--- src/rtl/iob_soc_opencryptolinux_boot_copy_pkg.sv ---
// Shared types and helpers for the boot-ROM-to-SRAM copy engine.
// FSM state encoding plus the word-size byte helper.
package iob_soc_opencryptolinux_boot_copy_pkg;

    typedef enum logic [1:0] {
        IDLE  = 2'd0,
        READ  = 2'd1,
        WAIT  = 2'd2,
        WRITE = 2'd3
    } state_t;

    function automatic int unsigned word_bytes(input int unsigned data_w);
        return data_w / 8;
    endfunction

endpackage

--- src/rtl/iob_soc_opencryptolinux_boot_copy_ctr.sv ---
// Word counter for the copy engine: clear on start, step per accepted write.
// last_o flags the final word so the FSM knows when to stop; never wraps.
module iob_soc_opencryptolinux_boot_copy_ctr #(
    parameter int unsigned WORDS = 1024
) (
    input  logic                         clk_i,
    input  logic                         cke_i,
    input  logic                         rst_i,
    input  logic                         clear_i,
    input  logic                         en_i,
    output logic [$clog2(WORDS+1)-1:0]   cnt_o,
    output logic                         last_o
);

    localparam int unsigned CNT_W = $clog2(WORDS + 1);

    always_ff @(posedge clk_i) begin
        if (rst_i) begin
            cnt_o <= '0;
        end else if (cke_i) begin
            if (clear_i) begin
                cnt_o <= '0;
            end else if (en_i) begin
                cnt_o <= cnt_o + CNT_W'(1);
            end
        end
    end

    assign last_o = (cnt_o == CNT_W'(WORDS - 1));

endmodule

--- src/rtl/iob_soc_opencryptolinux_boot_copy.sv ---
// Copies WORDS boot-ROM words into SRAM over IOb after a boot reset pulse, holding the CPU in reset meanwhile.
// Optional running checksum of written words: define IOB_SOC_OPENCRYPTOLINUX_BOOT_COPY_CSUM_EN.
module iob_soc_opencryptolinux_boot_copy #(
    parameter int unsigned       DATA_W     = 32,
    parameter int unsigned       ADDR_W     = 32,
    parameter int unsigned       ROM_ADDR_W = 10,
    parameter int unsigned       WORDS      = 1024,
    parameter logic [ADDR_W-1:0] SRAM_BASE  = '0
) (
    input  logic                  clk_i,
    input  logic                  cke_i,
    input  logic                  rst_i,
    input  logic                  boot_i,
    input  logic                  cpu_reset_i,
    output logic                  cpu_reset_o,
    output logic                  busy_o,
    output logic                  done_o,
    output logic                  rom_en_o,
    output logic [ROM_ADDR_W-1:0] rom_addr_o,
    input  logic [DATA_W-1:0]     rom_rdata_i,
    output logic                  iob_valid_o,
    output logic [ADDR_W-1:0]     iob_addr_o,
    output logic [DATA_W-1:0]     iob_wdata_o,
    output logic [DATA_W/8-1:0]   iob_wstrb_o,
    input  logic                  iob_ready_i
`ifdef IOB_SOC_OPENCRYPTOLINUX_BOOT_COPY_CSUM_EN
    ,
    output logic [DATA_W-1:0]     csum_o
`endif
);

    import iob_soc_opencryptolinux_boot_copy_pkg::*;

    localparam int unsigned BYTES = word_bytes(DATA_W);
    localparam int unsigned CNT_W = $clog2(WORDS + 1);

    state_t           state;
    logic             cpu_reset_q;
    logic             start;
    logic             advance;
    logic             last;
    logic [CNT_W-1:0] cnt;

    // Falling edge of the CPU reset pulse with boot requested, only from idle.
    assign start       = boot_i & cpu_reset_q & ~cpu_reset_i & (state == IDLE);
    assign advance     = (state == WRITE) & iob_ready_i;
    assign cpu_reset_o = cpu_reset_i | start | busy_o;
    assign iob_wstrb_o = '1;

    iob_soc_opencryptolinux_boot_copy_ctr #(
        .WORDS(WORDS)
    ) u_ctr (
        .clk_i  (clk_i),
        .cke_i  (cke_i),
        .rst_i  (rst_i),
        .clear_i(start),
        .en_i   (advance & ~last),
        .cnt_o  (cnt),
        .last_o (last)
    );

    always_ff @(posedge clk_i) begin
        if (rst_i) begin
            state       <= IDLE;
            cpu_reset_q <= 1'b1;
            busy_o      <= 1'b0;
            done_o      <= 1'b0;
            rom_en_o    <= 1'b0;
            rom_addr_o  <= '0;
            iob_valid_o <= 1'b0;
            iob_addr_o  <= '0;
            iob_wdata_o <= '0;
        end else if (cke_i) begin
            cpu_reset_q <= cpu_reset_i;
            case (state)
                IDLE: begin
                    if (start) begin
                        state      <= READ;
                        busy_o     <= 1'b1;
                        done_o     <= 1'b0;
                        rom_en_o   <= 1'b1;
                        rom_addr_o <= '0;
                    end
                end
                READ: begin
                    state    <= WAIT;
                    rom_en_o <= 1'b0;
                end
                WAIT: begin
                    state       <= WRITE;
                    iob_wdata_o <= rom_rdata_i;
                    iob_valid_o <= 1'b1;
                    iob_addr_o  <= SRAM_BASE + ADDR_W'(cnt) * ADDR_W'(BYTES);
                end
                WRITE: begin
                    // Request fields are held until the SRAM accepts.
                    if (iob_ready_i) begin
                        iob_valid_o <= 1'b0;
                        if (last) begin
                            state  <= IDLE;
                            busy_o <= 1'b0;
                            done_o <= 1'b1;
                        end else begin
                            state      <= READ;
                            rom_en_o   <= 1'b1;
                            rom_addr_o <= ROM_ADDR_W'(cnt + CNT_W'(1));
                        end
                    end
                end
                default: state <= IDLE;
            endcase
        end
    end

`ifdef IOB_SOC_OPENCRYPTOLINUX_BOOT_COPY_CSUM_EN
    // Running sum of words the SRAM has accepted during the current copy.
    always_ff @(posedge clk_i) begin
        if (rst_i) begin
            csum_o <= '0;
        end else if (cke_i) begin
            if (start) begin
                csum_o <= '0;
            end else if (advance) begin
                csum_o <= csum_o + iob_wdata_o;
            end
        end
    end
`endif

endmodule

--- config.mk ---
export PLATFORM = sky130hd
export DESIGN_NAME = iob_soc_opencryptolinux_boot_copy
export DESIGN_NICKNAME = d
export VERILOG_FILES = /design/src/rtl/iob_soc_opencryptolinux_boot_copy_pkg.sv /design/src/rtl/iob_soc_opencryptolinux_boot_copy_ctr.sv /design/src/rtl/iob_soc_opencryptolinux_boot_copy.sv
export SDC_FILE = /design/constraint.sdc
export NUM_CORES = 1
export LEC_CHECK = 0
export ABC_CLOCK_PERIOD_IN_PS = 3100
export CORE_MARGIN = 3
export CORE_UTILIZATION = 49
export CTS_CLUSTER_DIAMETER = 50
export CTS_CLUSTER_SIZE = 12
export DETAILED_ROUTE_END_ITERATION = 8
export GPL_TIMING_DRIVEN = 0
export PLACE_DENSITY_LB_ADDON = 0.15
export SYNTH_ARGS = -nofsm -noshare
export SYNTH_HDL_FRONTEND = slang
export SYNTH_SLANG_ARGS = --single-unit
--- constraint.sdc ---
create_clock -name clk_i -period 3.1 [get_ports clk_i]
set_clock_uncertainty 0.2 [all_clocks]
set_input_delay 0.31 -clock clk_i [delete_from_list [all_inputs] [get_ports clk_i]]
set_output_delay 0.31 -clock clk_i [all_outputs]
set_load 0.02 [all_outputs]
[After elaboration in Yosys (flattened, before gate mapping)]
Index checks and enable logic that the tools add are counted.
Word-level totals
  register bits after elaboration: 71
  bits in latches: 0
  bits in writable memories: 0
  memory bits (read-only): 0
  logic and storage cells: 63
  memories kept: 0
Operators by class
  add/subtract/negate cells: 1
  $mul: 0
  divide/modulo/power cells: 0
  $lt $le $gt $ge: 0
  equality and inequality tests: 8
  shift-type cells: 0
  muxes and demuxes: 23
  bitwise logic cells: 9
  reductions and logical operators: 12
Operators by type and width (number)
  two-way mux 10 bit: 3
  two-way mux 11 bit: 2
  case mux 10 bit (2 select lines): 1
  AND reduction 5 bit: 3
  adder 11 x 1 -> 11 bit, second input constant: 1
  equality test 11 x 10 -> 1 bit, second input constant: 1
  two-way mux 1 bit: 10
  != test 2 bit, second input constant: 4
  case mux 2 bit (4 select lines): 1
  case mux 1 bit (2 select lines): 3
  AND reduction 3 bit: 2
  nonzero test 2 bit: 3
  AND 1 bit: 5
  equality test 2 bit, second input constant: 2
  two-way mux 2 bit: 2
  AND reduction 2 bit: 2
  case mux 1 bit (3 select lines): 1
  nonzero test 3 bit: 1
  equality test 2 x 1 -> 1 bit, second input constant: 1
  zero test 2 bit: 1
  NOT 1 bit: 2
  bitwise OR 1 bit: 2

[Longest topological paths before layout]
Gate-level depths: netlist of run 1.
  depth in word-level cells: 5
  gate-level depth with buffers: 8
  depth with buffers taken out: 6

[Cells and area by module]
Synthesis of run 1 repeated with hierarchy kept, for this count alone.
Unflattened totals
  cells, all modules: 382
  area, all modules: 3216.8 µm²
By module, submodules not included
  iob_soc_opencryptolinux_boot_copy: instances 1, cells each 321, area an instance 2672.6 µm²
  iob_soc_opencryptolinux_boot_copy_ctr: instances 1, cells each 61, area an instance 544.3 µm²

[Worst setup path after synthesis of run 1]
Ideal clock, no wire load.
  path type: flip-flop to output port
  start point: reg state[1]
  end point: out cpu_reset_o
  arrival time: 1.431 ns
  data required time: 2.590 ns
  path slack: 1.159 ns
  stages on the path, launching flop included: 6
  buffers on the path: 1
  cell sequence: dfxtp_1 -> inv_1 -> ha_1 -> and4b_1 -> buf_4 -> or3_1
Between the ends
  cells in the longest elaborated chain, start to end: 4
Ends and longest elaborated chain
  start: declaration: line iob_soc_opencryptolinux_boot_copy.sv:37  | state_t state;
  start signal: assignment: line iob_soc_opencryptolinux_boot_copy.sv:64  | state <= IDLE;
  start signal: assignment: line iob_soc_opencryptolinux_boot_copy.sv:78  | state <= READ;
  start signal: assignment: line iob_soc_opencryptolinux_boot_copy.sv:86  | state <= WAIT;
  zero test 2 bit: line iob_soc_opencryptolinux_boot_copy.sv:45  | assign start = boot_i & cpu_reset_q & ~cpu_reset_i & (state == IDLE);
  AND 1 bit: line iob_soc_opencryptolinux_boot_copy.sv:45
  bitwise OR 1 bit (2 in a row): line iob_soc_opencryptolinux_boot_copy.sv:47  | assign cpu_reset_o = cpu_reset_i | start | busy_o;
  end: declaration: line iob_soc_opencryptolinux_boot_copy.sv:15  | output logic cpu_reset_o,
No other way between the ends.

[Worst setup path after layout of run 1]
Ends and elaborated chain as after synthesis.

==> impl_metrics.ini, run 1 <==
[cells_and_area]
antennaDiodeCount = 0
multi_input_area_um2 = 1702
regArea_um2 = 1421
area_growth_pct = 39.76
fill_cells = 536
drive_gt1_frac = 0.1505
finalNetCount = 585

[die]
die_area_um2 = 7965
fp.coreArea_um2 = 6531
core.rowCount = 29
die_width_um = 89.25
io_pins = 121
start_util = 0.5199
fp.dieH_um = 89.25

[pwr]
power_leakage_uw = 0.001756
p_per_area_nw_per_um2 = 415.4
power_uw = 1971
ir_drop_v = 0.0003319

[cts]
cts.sinks = 71
clkTransAtPathRegs_ps = 80
clock_path_buffers = 2
cts_tree = yes
clock_latency_ps = 340
hold_buffers = 0
cts_root_buffer = clkbuf_8
post_cts_buffers = 0
post_cts_resized = 0
numCtsBuffers = 9
htree_num_levels = 3

[hold_path]
hp-class = flop to flop

[global_route]
grt_usage = 0.2333
grt_max_degree = 13
grt_pass1_wl_um = 14500
antenna_found_initial = 0
first_global_vias = 3073
grt_overflow = 0

[critical_path]
crit_path_max_fanout = 9
start_kind = flop
path_cells = inv_1, ha_1, and4b_1, buf_4, or3_1, clkdlybuf4s50_1
critical_path_class = flop to output pin
endpoint_kind = output pin
slowest_delay_ps = 540
cpMaxStageDelayCell = clkdlybuf4s50_1
crit_arrival_ps = 2360
worstPathRequired_ps = 2590

[yosys]
synthMuxAreaShare = 0.01326
synth_xor_area_frac = 0.007738
synth_area_um2 = 3396
ys_types = 59
syn_inst = 411
syn_avg_cell_area_um2 = 8.262
synth_seq_cells = 71
synth_compound_area_frac = 0.2019
synth-warning-count = 0
synth_top_family_by_area = simple AND/OR/NAND/NOR gates
synthFlopType = dfxtp_1
async_flop_share = 0
synth_edf_count = 0
synthAdderAreaFrac = 0.02579
synth_seq_area_share = 0.4186
synth-simple-area-share = 0.2248

[sta]
fmax_ghz = 0.3490
slew_headroom = 0.5651
setup_viol = 0
finalCritPeriodShare = 0.9242
hold_slack_ps = 254.7
min_period_ps = 2865
rsz0062_at_grt = no
tightest_slew_ps = 652.3
drv_slew = 0
setup_tns_ps = 0
hold_viol_final = 0

[drt]
remaining_drc_errors = 0
drt_iter0_drc = 184
num_vias = 3248
ant_nets = 0
firstDrtPassIters = 5
post_drt_wl_per_cell_um = 14.40
routed_wl_um = 8959
routed_via_density = 5.222

[outcome]
status = completed

[flow_run]
drv_cap = 0

[placed_design]
place_hpwl_um = 6652
portBuffers = 95
gp_congestion = 0.9399
## cell type report
class                           instances  area share
Clock buffer                           12     0.03480
Multi-Input combinational cell        303      0.3586
Clock inverter                          4     0.01081
Buffer                                 52     0.06934
Tap cell                               77     0.02030
Timing Repair Buffer                   95      0.2004
Inverter                                8    0.006327
Sequential cell                        71      0.2995
## cell usage in the layout (no fill, tap or decap), types with 3 or more instances in the layout
master             n
clkbuf_1          10
mux2i_1            3
o211ai_1           6
o21ai_1           12
ha_1               7
a21oi_2            9
dfxtp_1           71
conb_1            25
a21oi_1           50
buf_2             11
buf_4             28
nand2_1          105
clkdlybuf4s50_1   95
nor3_1             6
clkbuf_8          12
inv_1              6
o21ai_0            3
nand4_1            3
o22ai_1            5
nor2_1             8
nand3_1           14
## flip-flops by register name, indices dropped and copies added (netlist names)
register / cells
done_o: 1
cpu_reset_q: 1
iob_wdata_o: 32
u_ctr.cnt_o: 11
iob_addr_o: 11
rom_en_o: 1
iob_valid_o: 1
busy_o: 1
rom_addr_o: 10
state: 2
## power breakdown
part	switching, uW	total [uW]	internal [uW]	leakage [uW]
clock	353	793	439	0.000109
sequential	8.44	932	924	0.000573
combinational	129	246	117	0.00107
## cell families (layout without fill, tap and decap cells)
logic type | after synthesis | in the layout
and+or+nand+nor | 158 | 158
AOI/OAI and AO/OA | 106 | 106
DFF | 71 | 71
buffers and inverters | 60 | 171
adders and majority gates | 7 | 7
muxes | 4 | 4
xor gates and xnor gates | 3 | 3
other | 2 | 25
## synth_stat cells, types with 2 or more instances
cell / instances / share of area
dfxtp_1: 71 / 0.42
o211ai_1: 6 / 0.013
a21oi_1: 50 / 0.074
o21ai_2: 2 / 0.0052
o22ai_1: 5 / 0.0092
nand3_1: 14 / 0.021
a21oi_2: 9 / 0.023
o32ai_1: 2 / 0.0052
ha_1: 7 / 0.026
inv_1: 6 / 0.0066
nor2_1: 8 / 0.0088
and3b_1: 2 / 0.0052
o21ai_1: 12 / 0.018
nor4_4: 2 / 0.013
nand2_1: 105 / 0.12
and3_1: 2 / 0.0037
mux2i_1: 3 / 0.0088
buf_6: 2 / 0.0066
o21ai_0: 3 / 0.0044
buf_2: 11 / 0.016
o21a_1: 2 / 0.0044
a22oi_1: 2 / 0.0044
nand3b_1: 2 / 0.0044
buf_4: 28 / 0.062
conb_1: 2 / 0.0022
clkbuf_1: 10 / 0.011
nor2b_1: 2 / 0.0037
nor3_1: 6 / 0.0088
nand4_1: 3 / 0.0055
a2bb2oi_1: 2 / 0.0052
xnor2_1: 2 / 0.0052
## metal layers
layer | global-route usage | part of all wire | vias to the layer above
li1 | - | - | 1616
met1 | 0.2964 | 0.41 | 1507
met3 | 0.04700 | 0.060 | 10
met5 | 0 | 0 | -
met4 | 0.07442 | 0.0099 | 0
met2 | 0.3972 | 0.52 | 115
## through the flow
stage	area [um2]	instances	utilization	setup slack, ps
floorplan	3482	434	-	1159
global placement	4529	606	0.6935	544.3
detailed placement	4529	606	0.6935	548.4
CTS	4746	622	0.7266	211.8
global route	4746	622	0.7266	97.97
finish	4746	622	0.7266	234.8
## worst paths after layout
path	depth (start not counted)	endpoint	startpoint	slack (ps)
worst min-delay path	2	iob_wdata_o[26]	iob_wdata_o[26]	250
worst max-delay path	6	cpu_reset_o	state[1]	230
worst max register to register	7	u_ctr.cnt_o[5]	state[1]	950
worst min register to register	2	iob_wdata_o[26]	iob_wdata_o[26]	250
## critical path, delay by kind of cell (launching register included)
| family | cells | cell delay [ps] |
|---|---|---|
| buf+inv | 3 | 840 |
| simple gates | 2 | 510 |
| flops | 1 | 430 |
| fa+ha+maj | 1 | 240 |
Note: power is estimated with default switching activity, not from simulation.
==> run 2: changes to the inputs <==
GPL_TIMING_DRIVEN = 1   (was 0)
==> run 2 against run 1 <==
First-iteration DRC count rose by 21%. Combinational power is 13% lower. Setup slack lost 5.4 ps. Clock power fell by 9.2%.
==> impl_metrics.ini, run 2 (synthesized netlist as in run 1, its figures left out) <==
[cells_and_area]
utilization = 0.6770
antennaDiodeCount = 0
drive_gt1_frac = 0.08853
reg_top3 = iob_wdata_o: 32 flops, iob_addr_o: 11 flops, u_ctr.cnt_o: 11 flops
largest_register_ffs = 32
layout_common_cells = 105 x nand2_1, 94 x clkdlybuf4s50_1, 71 x dfxtp_1
fill_cells = 562
regArea_um2 = 1421
finalNetCount = 538
final_common_cell = nand2_1
top_register = iob_wdata_o
multi_input_area_um2 = 1702
area_growth_pct = 30.21

[cts]
cts_tree = yes
post_cts_buffers = 0
clock_path_buffers = 2
htree_num_levels = 3
hold_buffers = 0
clock_latency_ps = 340
clkTransAtPathRegs_ps = 70
post_cts_resized = 0
numCtsBuffers = 9
cts.sinks = 71
cts_root_buffer = clkbuf_8

[die]
fp.coreArea_um2 = 6531
fp.dieH_um = 89.25
die_area_um2 = 7965
core.rowCount = 29
start_util = 0.5199
die_width_um = 89.25
io_pins = 121

[flow_run]
drv_cap = 0

[sta]
drv_slew = 0
fmax_ghz = 0.3484
rsz0062_at_grt = no
slew_headroom = 0.5827
setup_tns_ps = 0
hold_viol_final = 0
setup_viol = 0
tightest_slew_ps = 625.9
min_period_ps = 2871
finalCritPeriodShare = 0.9260

[drt]
routed.top_layer = met4
num_vias = 3023
remaining_drc_errors = 0
routed_via_density = 5.267
firstDrtPassIters = 4
routed_wl_um = 8272
post_drt_wl_per_cell_um = 14.41
met2_length_um = 4052
met1_length_um = 3579
drt_iter0_drc = 223
wl_met3_um = 501
ant_nets = 0

[placed_design]
place_hpwl_um = 5923
portBuffers = 95
gp_congestion = 0.9194

[global_route]
grt_usage = 0.2091
grt_pass1_wl_um = 12920
antenna_found_initial = 0
first_global_vias = 2753
grt_max_degree = 45
grt_overflow = 0

[hold_path]
hp-class = flop to flop

[pwr]
p_sw_uw = 460.9
clkPwrFrac = 0.386
switching_share = 0.2470
p_per_area_nw_per_um2 = 422.0
seqPwrFrac = 0.500
internal-power_uw = 1405
ir_drop_v = 0.0002446
p_comb_frac = 0.114
power_uw = 1866
power_leakage_uw = 0.001536

[critical_path]
critical_path_class = flop to output pin
worstPathRequired_ps = 2590
crit_arrival_ps = 2360
start_kind = flop
endpoint_kind = output pin
crit_path_max_fanout = 9

[outcome]
status = completed
==> run 2: changes by cell type in the layout (fill, tap and decap cells not counted), moves of 2 or more <==
cell      before  now
buf_6          2    0
buf_4         28    5
clkbuf_8      12   10
clkbuf_1      10    2
buf_2         11    1
==> run 2: final cells by class <==
type,count,share of cell area
timing repair buffer,100,0.2224
clock inverter,3,0.009904
inverter,8,0.006791
tap,77,0.02179
multi-input combinational,303,0.3848
clock buffer,12,0.03282
sequential,71,0.3214
==> run 2: path summary, 6_finish.rpt <==
| kind | startpoint | endpoint | slack (ps) | depth (start not counted) |
|---|---|---|---|---|
| worst max register to register | u_ctr.cnt_o[0] | state[0] | 850 | 5 |
| worst max-delay path | state[0] | cpu_reset_o | 230 | 5 |
| worst min register to register | iob_wdata_o[30] | iob_wdata_o[30] | 250 | 2 |
| worst min-delay path | iob_wdata_o[30] | iob_wdata_o[30] | 250 | 2 |
==> run 2: metrics by stage <==
step                hold slack, ps  setup WS, ps  instances  instance area [um2]
floorplan                    228.8          1159        434                 3482
global placement             241.2         535.7        559                 4233
detailed placement           245.8         511.6        559                 4233
CTS                          256.6         210.2        574                 4422
global route                 274.2         110.1        574                 4422
finish                       253.3         229.5        574                 4422
==> run 2: power by group through the flow <==
stage / logic, uW / clock network (uW) / registers (uW)
final: 213 / 720 / 934
after CTS: 212 / 733 / 933
after detailed placement: 211 / 0 / 955
after global placement: 207 / 0 / 953
after floorplan: 137 / 0 / 965
after global routing: 230 / 771 / 935
==> run 2: routing by layer <==
metal	vias to the layer above	GRT usage
met5	-	0
met4	0	0.08660
met3	14	0.04977
met2	108	0.3242
met1	1387	0.2795
li1	1514	-
==> run 2: worst max-delay path, cell delays in order (launching register included) <==
cell             delay (ps)
dfxtp_1                 330
inv_1                   160
ha_1                    260
and4b_1                 510
or3_1                   170
clkdlybuf4s50_1         600
